File: src/rtl/lane_deskew_if.sv
// Receive-side bundle for the multi-lane deskew stage: per-lane decoder
// symbols in, one aligned symbol column plus status pulses out.
interface lane_deskew_if #(
    parameter int LANES = 4
);
    logic [LANES-1:0]   lane_valid;
    logic [8*LANES-1:0] RxParallel_8;
    logic [LANES-1:0]   RxDataK;
    logic [8*LANES-1:0] ds_data;
    logic [LANES-1:0]   ds_k;
    logic               ds_valid;
    logic               aligned;
    logic               skew_err;
    logic               align_err;
    logic               ovf_err;

    // Decoder side / consumer side (drives symbols, observes the column)
    modport master (
        output lane_valid, RxParallel_8, RxDataK,
        input  ds_data, ds_k, ds_valid, aligned, skew_err, align_err, ovf_err
    );

    // Deskew block side
    modport slave (
        input  lane_valid, RxParallel_8, RxDataK,
        output ds_data, ds_k, ds_valid, aligned, skew_err, align_err, ovf_err
    );
endinterface

File: src/rtl/lane_deskew.sv
// Multi-lane receive deskew: each lane is buffered in a small FIFO, lanes are
// lined up on a common K28.5 (COM) symbol, then one symbol per lane is popped
// together every cycle that all lanes have data.
module lane_deskew #(
    parameter int         LANES    = 4,
    parameter int         DEPTH    = 8,
    parameter int         MAX_SKEW = 5,
    parameter logic [7:0] COM      = 8'hBC
) (
    input  logic         RxBitCLK_10,
    input  logic         Reset,
    lane_deskew_if.slave bus
);
    localparam int AW = $clog2(DEPTH);
    localparam int CW = $clog2(MAX_SKEW + 1);

    typedef enum logic {SEARCH, ALIGNED} state_t;

    state_t                   state_q, state_d;
    logic [LANES-1:0][AW:0]   wr_ptr_q, wr_ptr_d;
    logic [LANES-1:0][AW:0]   rd_ptr_q, rd_ptr_d;
    logic [8:0]               mem_q [LANES][DEPTH];
    logic [CW-1:0]            skew_cnt_q, skew_cnt_d;
    logic [8*LANES-1:0]       ds_data_q, ds_data_d;
    logic [LANES-1:0]         ds_k_q, ds_k_d;
    logic                     ds_valid_q, ds_valid_d;
    logic                     skew_err_q, skew_err_d;
    logic                     align_err_q, align_err_d;
    logic                     ovf_err_q, ovf_err_d;

    logic [LANES-1:0]         empty, full, head_k, head_com, pop, push, ovf;
    logic [8*LANES-1:0]       head_data;
    logic                     flush;

    // Per-lane FIFO status and head-of-queue decode
    always_comb begin
        for (int i = 0; i < LANES; i++) begin
            empty[i] = (wr_ptr_q[i] == rd_ptr_q[i]);
            full[i]  = (wr_ptr_q[i][AW] != rd_ptr_q[i][AW]) &&
                       (wr_ptr_q[i][AW-1:0] == rd_ptr_q[i][AW-1:0]);
            {head_k[i], head_data[8*i +: 8]} = mem_q[i][rd_ptr_q[i][AW-1:0]];
            head_com[i] = !empty[i] && head_k[i] && (head_data[8*i +: 8] == COM);
        end
    end

    // Alignment FSM: pop decisions, output column, error pulses
    always_comb begin
        state_d     = state_q;
        skew_cnt_d  = '0;
        ds_data_d   = ds_data_q;
        ds_k_d      = ds_k_q;
        ds_valid_d  = 1'b0;
        skew_err_d  = 1'b0;
        align_err_d = 1'b0;
        ovf_err_d   = 1'b0;
        pop         = '0;
        flush       = 1'b0;
        case (state_q)
            SEARCH: begin
                if (&head_com) begin
                    pop        = '1;
                    ds_data_d  = head_data;
                    ds_k_d     = head_k;
                    ds_valid_d = 1'b1;
                    state_d    = ALIGNED;
                end else begin
                    // Lanes sitting on COM wait; everything else is discarded.
                    pop = ~empty & ~head_com;
                    if (|head_com) begin
                        // MAX_SKEW partial cycles are tolerated; one more times out.
                        if (skew_cnt_q == CW'(MAX_SKEW)) begin
                            skew_err_d = 1'b1;
                            flush      = 1'b1;
                        end else begin
                            skew_cnt_d = skew_cnt_q + 1'b1;
                        end
                    end
                end
            end
            ALIGNED: begin
                if (!(|empty)) begin
                    pop        = '1;
                    ds_data_d  = head_data;
                    ds_k_d     = head_k;
                    ds_valid_d = 1'b1;
                    if ((|head_com) && !(&head_com)) begin
                        align_err_d = 1'b1;
                        flush       = 1'b1;
                        state_d     = SEARCH;
                    end
                end
            end
            default: state_d = SEARCH;
        endcase
        // A push into a full lane that is not popping loses data; this wins
        // over any skew or alignment outcome in the same cycle.
        ovf = bus.lane_valid & full & ~pop;
        if (|ovf) begin
            ovf_err_d   = 1'b1;
            skew_err_d  = 1'b0;
            align_err_d = 1'b0;
            skew_cnt_d  = '0;
            flush       = 1'b1;
            state_d     = SEARCH;
        end
    end

    // FIFO pointer update; a flush empties every lane and drops incoming symbols
    always_comb begin
        for (int i = 0; i < LANES; i++) begin
            push[i] = bus.lane_valid[i] && !flush && (!full[i] || pop[i]);
            if (flush) begin
                wr_ptr_d[i] = '0;
                rd_ptr_d[i] = '0;
            end else begin
                wr_ptr_d[i] = wr_ptr_q[i] + {{AW{1'b0}}, push[i]};
                rd_ptr_d[i] = rd_ptr_q[i] + {{AW{1'b0}}, pop[i]};
            end
        end
    end

    // Control and output registers
    always_ff @(posedge RxBitCLK_10 or negedge Reset) begin
        if (!Reset) begin
            state_q     <= SEARCH;
            wr_ptr_q    <= '0;
            rd_ptr_q    <= '0;
            skew_cnt_q  <= '0;
            ds_data_q   <= '0;
            ds_k_q      <= '0;
            ds_valid_q  <= 1'b0;
            skew_err_q  <= 1'b0;
            align_err_q <= 1'b0;
            ovf_err_q   <= 1'b0;
        end else begin
            state_q     <= state_d;
            wr_ptr_q    <= wr_ptr_d;
            rd_ptr_q    <= rd_ptr_d;
            skew_cnt_q  <= skew_cnt_d;
            ds_data_q   <= ds_data_d;
            ds_k_q      <= ds_k_d;
            ds_valid_q  <= ds_valid_d;
            skew_err_q  <= skew_err_d;
            align_err_q <= align_err_d;
            ovf_err_q   <= ovf_err_d;
        end
    end

    // Symbol storage; contents only matter behind the pointers, so no reset
    always_ff @(posedge RxBitCLK_10) begin
        for (int i = 0; i < LANES; i++) begin
            if (push[i]) begin
                mem_q[i][wr_ptr_q[i][AW-1:0]] <= {bus.RxDataK[i], bus.RxParallel_8[8*i +: 8]};
            end
        end
    end

    assign bus.ds_data   = ds_data_q;
    assign bus.ds_k      = ds_k_q;
    assign bus.ds_valid  = ds_valid_q;
    assign bus.aligned   = (state_q == ALIGNED);
    assign bus.skew_err  = skew_err_q;
    assign bus.align_err = align_err_q;
    assign bus.ovf_err   = ovf_err_q;
endmodule

File: src/flat_wrapper.sv
// flat-port wrapper written by rule: the top's interface ports become plain ports
module lane_deskew_flat 
#(
    parameter int         LANES    = 4,
    parameter int         DEPTH    = 8,
    parameter int         MAX_SKEW = 5,
    parameter logic [7:0] COM      = 8'hBC
)
  (RxBitCLK_10, Reset, bus_lane_valid, bus_RxParallel_8, bus_RxDataK, bus_ds_data, bus_ds_k, bus_ds_valid, bus_aligned, bus_skew_err, bus_align_err, bus_ovf_err);
  lane_deskew_if #(.LANES(LANES)) bus_i ();
  input  logic RxBitCLK_10;
  input  logic Reset;
  input wire logic [$bits(bus_i.lane_valid)-1:0] bus_lane_valid;
  input wire logic [$bits(bus_i.RxParallel_8)-1:0] bus_RxParallel_8;
  input wire logic [$bits(bus_i.RxDataK)-1:0] bus_RxDataK;
  output wire logic [$bits(bus_i.ds_data)-1:0] bus_ds_data;
  output wire logic [$bits(bus_i.ds_k)-1:0] bus_ds_k;
  output wire logic [$bits(bus_i.ds_valid)-1:0] bus_ds_valid;
  output wire logic [$bits(bus_i.aligned)-1:0] bus_aligned;
  output wire logic [$bits(bus_i.skew_err)-1:0] bus_skew_err;
  output wire logic [$bits(bus_i.align_err)-1:0] bus_align_err;
  output wire logic [$bits(bus_i.ovf_err)-1:0] bus_ovf_err;
  assign bus_i.lane_valid = bus_lane_valid;
  assign bus_i.RxParallel_8 = bus_RxParallel_8;
  assign bus_i.RxDataK = bus_RxDataK;
  assign bus_ds_data = bus_i.ds_data;
  assign bus_ds_k = bus_i.ds_k;
  assign bus_ds_valid = bus_i.ds_valid;
  assign bus_aligned = bus_i.aligned;
  assign bus_skew_err = bus_i.skew_err;
  assign bus_align_err = bus_i.align_err;
  assign bus_ovf_err = bus_i.ovf_err;
  lane_deskew #(.LANES(LANES), .DEPTH(DEPTH), .MAX_SKEW(MAX_SKEW), .COM(COM)) u_core (.RxBitCLK_10(RxBitCLK_10), .Reset(Reset), .bus(bus_i));
endmodule
File: config.mk
export PLATFORM = sky130hd
export DESIGN_NAME = lane_deskew_flat
export DESIGN_NICKNAME = d
export VERILOG_FILES = /design/src/rtl/lane_deskew_if.sv /design/src/rtl/lane_deskew.sv /design/src/flat_wrapper.sv
export SDC_FILE = /design/constraint.sdc
export NUM_CORES = 1
export LEC_CHECK = 0
export ABC_CLOCK_PERIOD_IN_PS = 5900
export CORE_MARGIN = 2
export CORE_UTILIZATION = 35
export CTS_CLUSTER_SIZE = 24
export DETAILED_ROUTE_END_ITERATION = 12
export GPL_ROUTABILITY_DRIVEN = 0
export SLEW_MARGIN = 20
export SYNTH_ARGS = -nofsm -noshare
export SYNTH_HDL_FRONTEND = slang
export SYNTH_SLANG_ARGS = --single-unit
File: constraint.sdc
create_clock -name RxBitCLK_10 -period 5.9 [get_ports RxBitCLK_10]
set_input_delay 0.59 -clock RxBitCLK_10 [delete_from_list [all_inputs] [get_ports RxBitCLK_10]]
set_output_delay 0.59 -clock RxBitCLK_10 [all_outputs]
set_load 0.01 [all_outputs]
; ---- After elaboration in Yosys (flattened, before gate mapping)
; Memory sizes are Yosys's and may differ from the RTL's.
; Cells that the tools add are included.
[op_classes]
addsub = 9
mul = 0
n_div = 0
order_cmp = 12
eq_ne = 19
shift = 0
n_mux = 69
bitwise_logic = 15
n_reduce_logical = 44
[op_table]
columns = cell, count
row1 = 72-bit 2-to-1 mux, 4
row2 = 9-bit binary-select mux with 3-bit select, 4
row3 = 9-bit demux with 3-bit select, 4
row4 = 9-bit 2-to-1 mux, 12
row5 = 32-bit 2-to-1 mux, 2
row6 = 32-bit case mux with 2 select lines, 1
row7 = 4-bit 2-to-1 mux, 12
row8 = 4-bit by 1-bit adder with 4-bit output, 8
row9 = "8-bit equality test, second input constant", 4
row10 = "4-bit greater-or-equal comparator, second input constant", 8
row11 = 3-bit inverter with 4-bit output, 8
row12 = 1-bit logical AND, 25
row13 = 1-bit 2-to-1 mux, 20
row14 = 4-bit equality test, 4
row15 = "4-bit by 1-bit < comparator with 1-bit output, second input constant", 4
row16 = 4-bit case mux with 2 select lines, 2
row17 = 3-bit 2-to-1 mux, 5
row18 = 4-bit AND, 3
row19 = 3-bit equality test, 4
row20 = 4-bit inverter, 3
row21 = 4-bit OR reduction, 3
row22 = 1-bit zero test, 10
row23 = 1-bit case mux with 2 select lines, 3
row24 = 1-bit logical OR, 4
row25 = 8 further kinds, 11
[word_totals]
register_bits = 76
latch_bits = 0
mem_bits_rw = 288
mem_bits_ro = 0
out_inout_bits = 41
wordCells = 185
n_memories = 1
[memory_table]
columns = memory, depth, width, rd, rd_clocked_by_memory_dff, write_ports, line_no
row1 = u_core.mem_q, 4, 72, 4, 0, 4, lane_deskew.sv:22  ; logic [8:0] mem_q [LANES][DEPTH];

; ---- Depth between registers and ports, before layout
[logic_depth]
word_depth = 19
depth_mapped = 15

; ---- Worst setup path after synthesis
; OpenSTA, ideal clock, no wires.
[synth_path]
kind = reg-to-reg
startpoint = register u_core.rd_ptr_q[12] in the netlist's numbering
endpoint = memory u_core.mem_q[3][0] in the netlist's numbering, enable pin
setup_ns = 0.403
arrival_time_ns = 3.573
required_ns = 5.497
setup_slack_ns = 1.924
path_stages_with_launch = 11
path_buffers = 2
synth_period_minus_slack_ns = 3.976
cell_sequence = dfrtp_1 > buf_4 > buf_8 > mux4_2 > mux2i_1 > nand4b_1 > and4bb_1 > or4_4 > nand2_1 > a21oi_2 > nor4b_1
[synth_lines]
columns = element, line_no
row1 = start: declaration, lane_deskew.sv:21  ; logic [LANES-1:0][AW:0] rd_ptr_q, rd_ptr_d;
row2 = start signal: assignment, lane_deskew.sv:138  ; rd_ptr_q <= rd_ptr_d;
row3 = end: declaration, lane_deskew.sv:22

==> results.toml <==
[outcome]
status = "finished, final reports clean"

[critical_path]
timing.rr.start = "u_core.rd_ptr_q[5]"
path_buf_inv = 0
cp_slowest_cell = "nor4b_2"
path_max_fanout = 18
path_class = "reg -> reg"
start_kind = "register"
path_cells = "xor2_1 -> nor4_1 -> nor4_1 -> and3_1 -> or4_4 -> nand2_1 -> a21oi_2 -> nor4b_2"
critPathTopFamily = "simple AND/OR/NAND/NOR gates"
worst_ep_required_time_ps = 6050
ff2ff_setup_slack_ps = 1050
r2r-end = "u_core.mem_q[3][38]"
worst_path_largest_cell_delay_ps = 960
crit_path_frequent_cell = "nor4_1"
endpoint_kind = "register"
r2r_cells = 8
arrival_ps = 4990

[cells_and_area]
fillers = 3668
insertedDiodeCount = 0
instances_no_fill = 1520
regArea_um2 = 10550
stdcell_area_um2 = 18010
drive_above_1_share = 0.2426
synthToLayoutAreaGrowth_pct = 20.30
postLayoutCoreUtil = 0.4283
nNetsFinal = 1010
multi_input_area_um2 = 4284

[synth]
ys_top_cells_by_area = "edfxtp_1 (58%), dfrtp_1 (13%), mux4_2 (11%)"
synth_warnings = 0
synthCells = 833
post_synth.cell_area_avg_um2 = 17.97
synth_edf_count = 288
yosysMostFrequentCell = "edfxtp_1"
yosysSeqAreaShare = 0.7048
synth_top_area_cell = "edfxtp_1"
synth_top_area_frac = 0.5778
synthTopCellsByCount = "edfxtp_1 (288), dfrtp_1 (76), mux4_2 (72)"
ys_ff_latch = 364
async_reset_ff_frac = 0.2088
synth_cell_type_count = 54
synth_ff_type = "edfxtp_1"
synth.cell_area_um2 = 14970
synth_fp_nets = 891

[sta]
max_clock_freq_mhz = 206.4
period_needed_ps = 4845
fin_crit_sh = 0.8212
setup_viol = 0
rsz0062_at_grt = "no"
worst_slack_ps = 1055
timing_hold_violations_final = 0
worst_pin_slew_ps = 1047
tns_ps = 0
clock_skew_ps = 10.86
slew_viol_final = 0
slew_headroom = 0.3000

[route]
drc = 0
wl_per_cell_um = 20.10
vias = 7680
finalWirelength_um = 30560
dr.pass1.iters = 4
antenna_left = 0
viasPerCell = 5.053
drtIter0Drc = 556

[clock_tree]
cts_resized = 0
htreeDepth = 2
cts_buffers = 38
clk_pin_slew_ps = 60
root_buffer = "clkbuf_16"
cts_tree = "yes"
cts.path.max_buffers = 3
cts.sinks = 364
clk_latency_ps = 530

[die]
core_um2 = 42040
die_h_um = 210.8
ioPinCount = 83
die_x_um = 210.8
start_util = 0.3560
fp-row-count = 75
dieArea_um2 = 44440

[flow_run]
maxCapViolCount = 0

[power_and_ir_drop]
leakage_uw = 0.006156
power.density_nw_per_um2 = 532.0
ir_drop_uv = 353.5

[global_route]
grt_pass1_wl_um = 47510
overflow = 0
grt_pass1_vias = 7986
antenna_found_initial = 2
grt_use_total = 0.1404
grt_max_degree = 69

[worst_hold_path]
hold_path_class = "in -> async"

[place]
dpl.hpwl_um = 20420
preCtsSetupSlack_ps = 1104
dp.cells = 1450
io_buffers = 82
place_area_um2 = 16640
power by group:
part / total [uW] / internal (uW) / switching, uW
clock network: 2530 / 1550 / 971
logic: 3220 / 1560 / 1660
registers: 3840 / 3400 / 436
total: 9580 / 6510 / 3070
worst max-delay path by stage:
| stage | start | cells after the start | end | slack, ps |
|---|---|---|---|---|
| after floorplan | u_core.rd_ptr_q[12] | 10 | u_core.mem_q[3][0] | 1920 |
| after global placement | u_core.rd_ptr_q[5] | 8 | u_core.mem_q[3][43] | 1110 |
| after detailed placement | u_core.rd_ptr_q[5] | 8 | u_core.mem_q[3][47] | 1100 |
| after CTS | u_core.rd_ptr_q[5] | 8 | u_core.mem_q[3][32] | 1000 |
| after global routing | u_core.rd_ptr_q[5] | 8 | u_core.mem_q[3][43] | 700 |
| final | u_core.rd_ptr_q[5] | 8 | u_core.mem_q[3][38] | 1050 |
layout make-up:
cell class / instances / area share
clock buffers: 47 / 0.05934
clock inverters: 22 / 0.01522
inverters: 7 / 0.001459
multi-input cells: 418 / 0.2379
flip-flops and latches: 364 / 0.5859
well taps: 539 / 0.03745
repair buffers: 123 / 0.06268
state kept, by name, indices dropped and copies added, names as in the netlist:
| signal | count |
|---|---|
| u_core.bus.aligned | 1 |
| u_core.bus.skew_err | 1 |
| u_core.bus.ovf_err | 1 |
| u_core.wr_ptr_q | 16 |
| u_core.bus.ds_data | 32 |
| u_core.rd_ptr_q | 16 |
| u_core.bus.ds_k | 4 |
| u_core.bus.align_err | 1 |
| u_core.bus.ds_valid | 1 |
| u_core.mem_q | 288 |
| u_core.skew_cnt_q | 3 |
cell usage in the layout (no fill, tap or decap), types with 10 or more instances in the layout:
master / count
xor2_1: 24
dfrtp_1: 76
nand2b_1: 10
mux2i_1: 32
edfxtp_1: 288
nor4_2: 23
nand2_1: 24
nand3_1: 16
clkdlybuf4s50_1: 81
buf_4: 41
a21oi_1: 35
nor2_1: 56
mux2_2: 10
clkbuf_16: 41
nor3_1: 13
mux4_2: 72
and2_1: 15
ha_1: 16
through the flow:
| stage | power [uW] | hold slack [ps] |
|---|---|---|
| final | 9579 | 416.0 |
| after global routing | 10150 | 427.7 |
| after CTS | 9709 | 395.2 |
| after detailed placement | 7153 | 417.7 |
| after global placement | 7085 | 415.2 |
| after floorplan | 6082 | 294.4 |
repair_timing:
item	in CTS	in global routing
hold endpoints to repair	8	0
buffers inserted	0	0
setup endpoints to repair	0	0
hold buffers	1	0
logic make-up after synthesis:
family,share of synthesized area
and+or+nand+nor,0.07991
muxes,0.1373
AOI/OAI and AO/OA,0.02399
xor gates and xnor gates,0.01872
adders and majority gates,0.01337
DFF,0.7048
buffers and inverters,0.02190
routing by layer:
layer  track usage  part of all wire
met1        0.1890              0.45
met2        0.2317              0.49
met3       0.02691             0.039
met4       0.04371             0.019
met5             0           0.00043
Power figures use the tool's default switching activity.
==> RTL edit, RTL diff (config.mk and constraints unchanged) <==
`ds_data_q` no longer has a reset.
--- a/src/rtl/lane_deskew.sv
+++ b/src/rtl/lane_deskew.sv
@@ -128,3 +128,2 @@
             skew_cnt_q  <= '0;
-            ds_data_q   <= '0;
             ds_k_q      <= '0;
@@ -139,3 +138,2 @@
             skew_cnt_q  <= skew_cnt_d;
-            ds_data_q   <= ds_data_d;
             ds_k_q      <= ds_k_d;
@@ -146,2 +144,6 @@
         end
+    end
+
+    always_ff @(posedge RxBitCLK_10) begin
+        ds_data_q <= ds_data_d;
     end
Function: differs if Reset is asserted again (counterexample within 4 cycles, from zero or initial values and one cycle with Reset low); with Reset held inactive, the same outputs for 4 cycles.
==> RTL edit against the original RTL <==
Critical path depth is 2 higher. Wire length is 2.1% lower. Power decreased by 3.5%. Worst setup slack improved by 0.23 ns. Sequential cell count unchanged. Synthesized area is 1.3% lower. Design area decreased by 1.4%. Maximum frequency up 5.1%. Via count decreased by 4.0%. Hold slack worse by 0.23 ns. Die area down 1.3%.
==> RTL edit: results (changes against the original RTL) <==
* Via Count at 7,371 (-4.0%)
* Dominant cells by area after synthesis: edfxtp_1 65%, mux4_2 11%, dfrtp_1 7.5%, mux2_2 2.0%, xor2_1 1.4%
* Non-Clock Buffer Area Fraction at 6.33% (+0.061 points)
* Number of synthesized flops with an enable pin at 320 (+11%)
* Critical path's largest stage delay at 0.71 ns (-0.25 ns)
* FF-to-FF setup slack at 1.29 ns (+0.23 ns)
* Clk cell area share at 6.90% (-0.56 points)
* Met3 Use GR at 3.10% (+0.41 points)
* Final Skew at 0.0166 ns (+0.00571 ns)
* Slew of the pin with the lowest slew margin at 0.973 ns (-0.0741 ns)
* Detailed Routing Iterations Pass 1 at 5 (+1)
* Routed met3 length at 1550 µm (+29%)
* Met1 Track Usage GR at 18.3% (-0.60 points)
* Pre-CTS setup slack at 1.19 ns (+0.0834 ns)
* Crit-path max FO at 33 (+15)
* Largest net degree at the start of global routing at 45 (-35%)
* Status: complete, no violations
* Met2 usage in global routing at 23.4% (+0.25 points)
* Int Pwr at 6360 µW (-2.2%)
* M1 WL at 12,900 µm (-6.9%)
* Period utilization at 78.2% (-4.0 points)
* FF+latch area at 10,700 µm² (+1.5%)
* Clock power frac at 25.0% (-1.4 points)
* Register area share after synthesis at 72.5% (+2.0 points)
* Share of post-route cells with drive strength above 1 at 26.1% (+1.9 points)
* Comb_multi_in at 358 (-14%)
* Worst r2r path cells at 10 (+2)
RTL edit: cell types whose count changed after synthesis, sizes merged, moves of 5 or more:
cell | before | now
mux2i | 32 | 13
nor2 | 56 | 32
a21oi | 36 | 11
nand2 | 24 | 19
edfxtp | 288 | 320
dfrtp | 76 | 44
clkbuf | 7 | 13
inv | 7 | 15
buf | 37 | 24
mux2 | 10 | 27
RTL edit: through the flow:
step	hold slack, ns	cell area, µm²	util [%]	instances	total power, µW
floorplan	0.294	14800	-	774	5940
global placement	0.491	16500	39.6	1399	7010
detailed placement	0.494	16500	39.6	1399	7060
CTS	0.195	17800	42.5	1469	9410
global route	0.217	17800	42.5	1469	9790
finish	0.184	17800	42.5	1469	9250
RTL edit: cells by family after synthesis:
family / Yosys count / share of synthesized area, %
simple gates: 173 / 7.21
flops: 364 / 72.5
compound gates: 25 / 1.27
fa+ha+maj: 16 / 1.36
buf+inv: 52 / 1.84
xor+xnor: 32 / 1.90
mux: 112 / 13.9
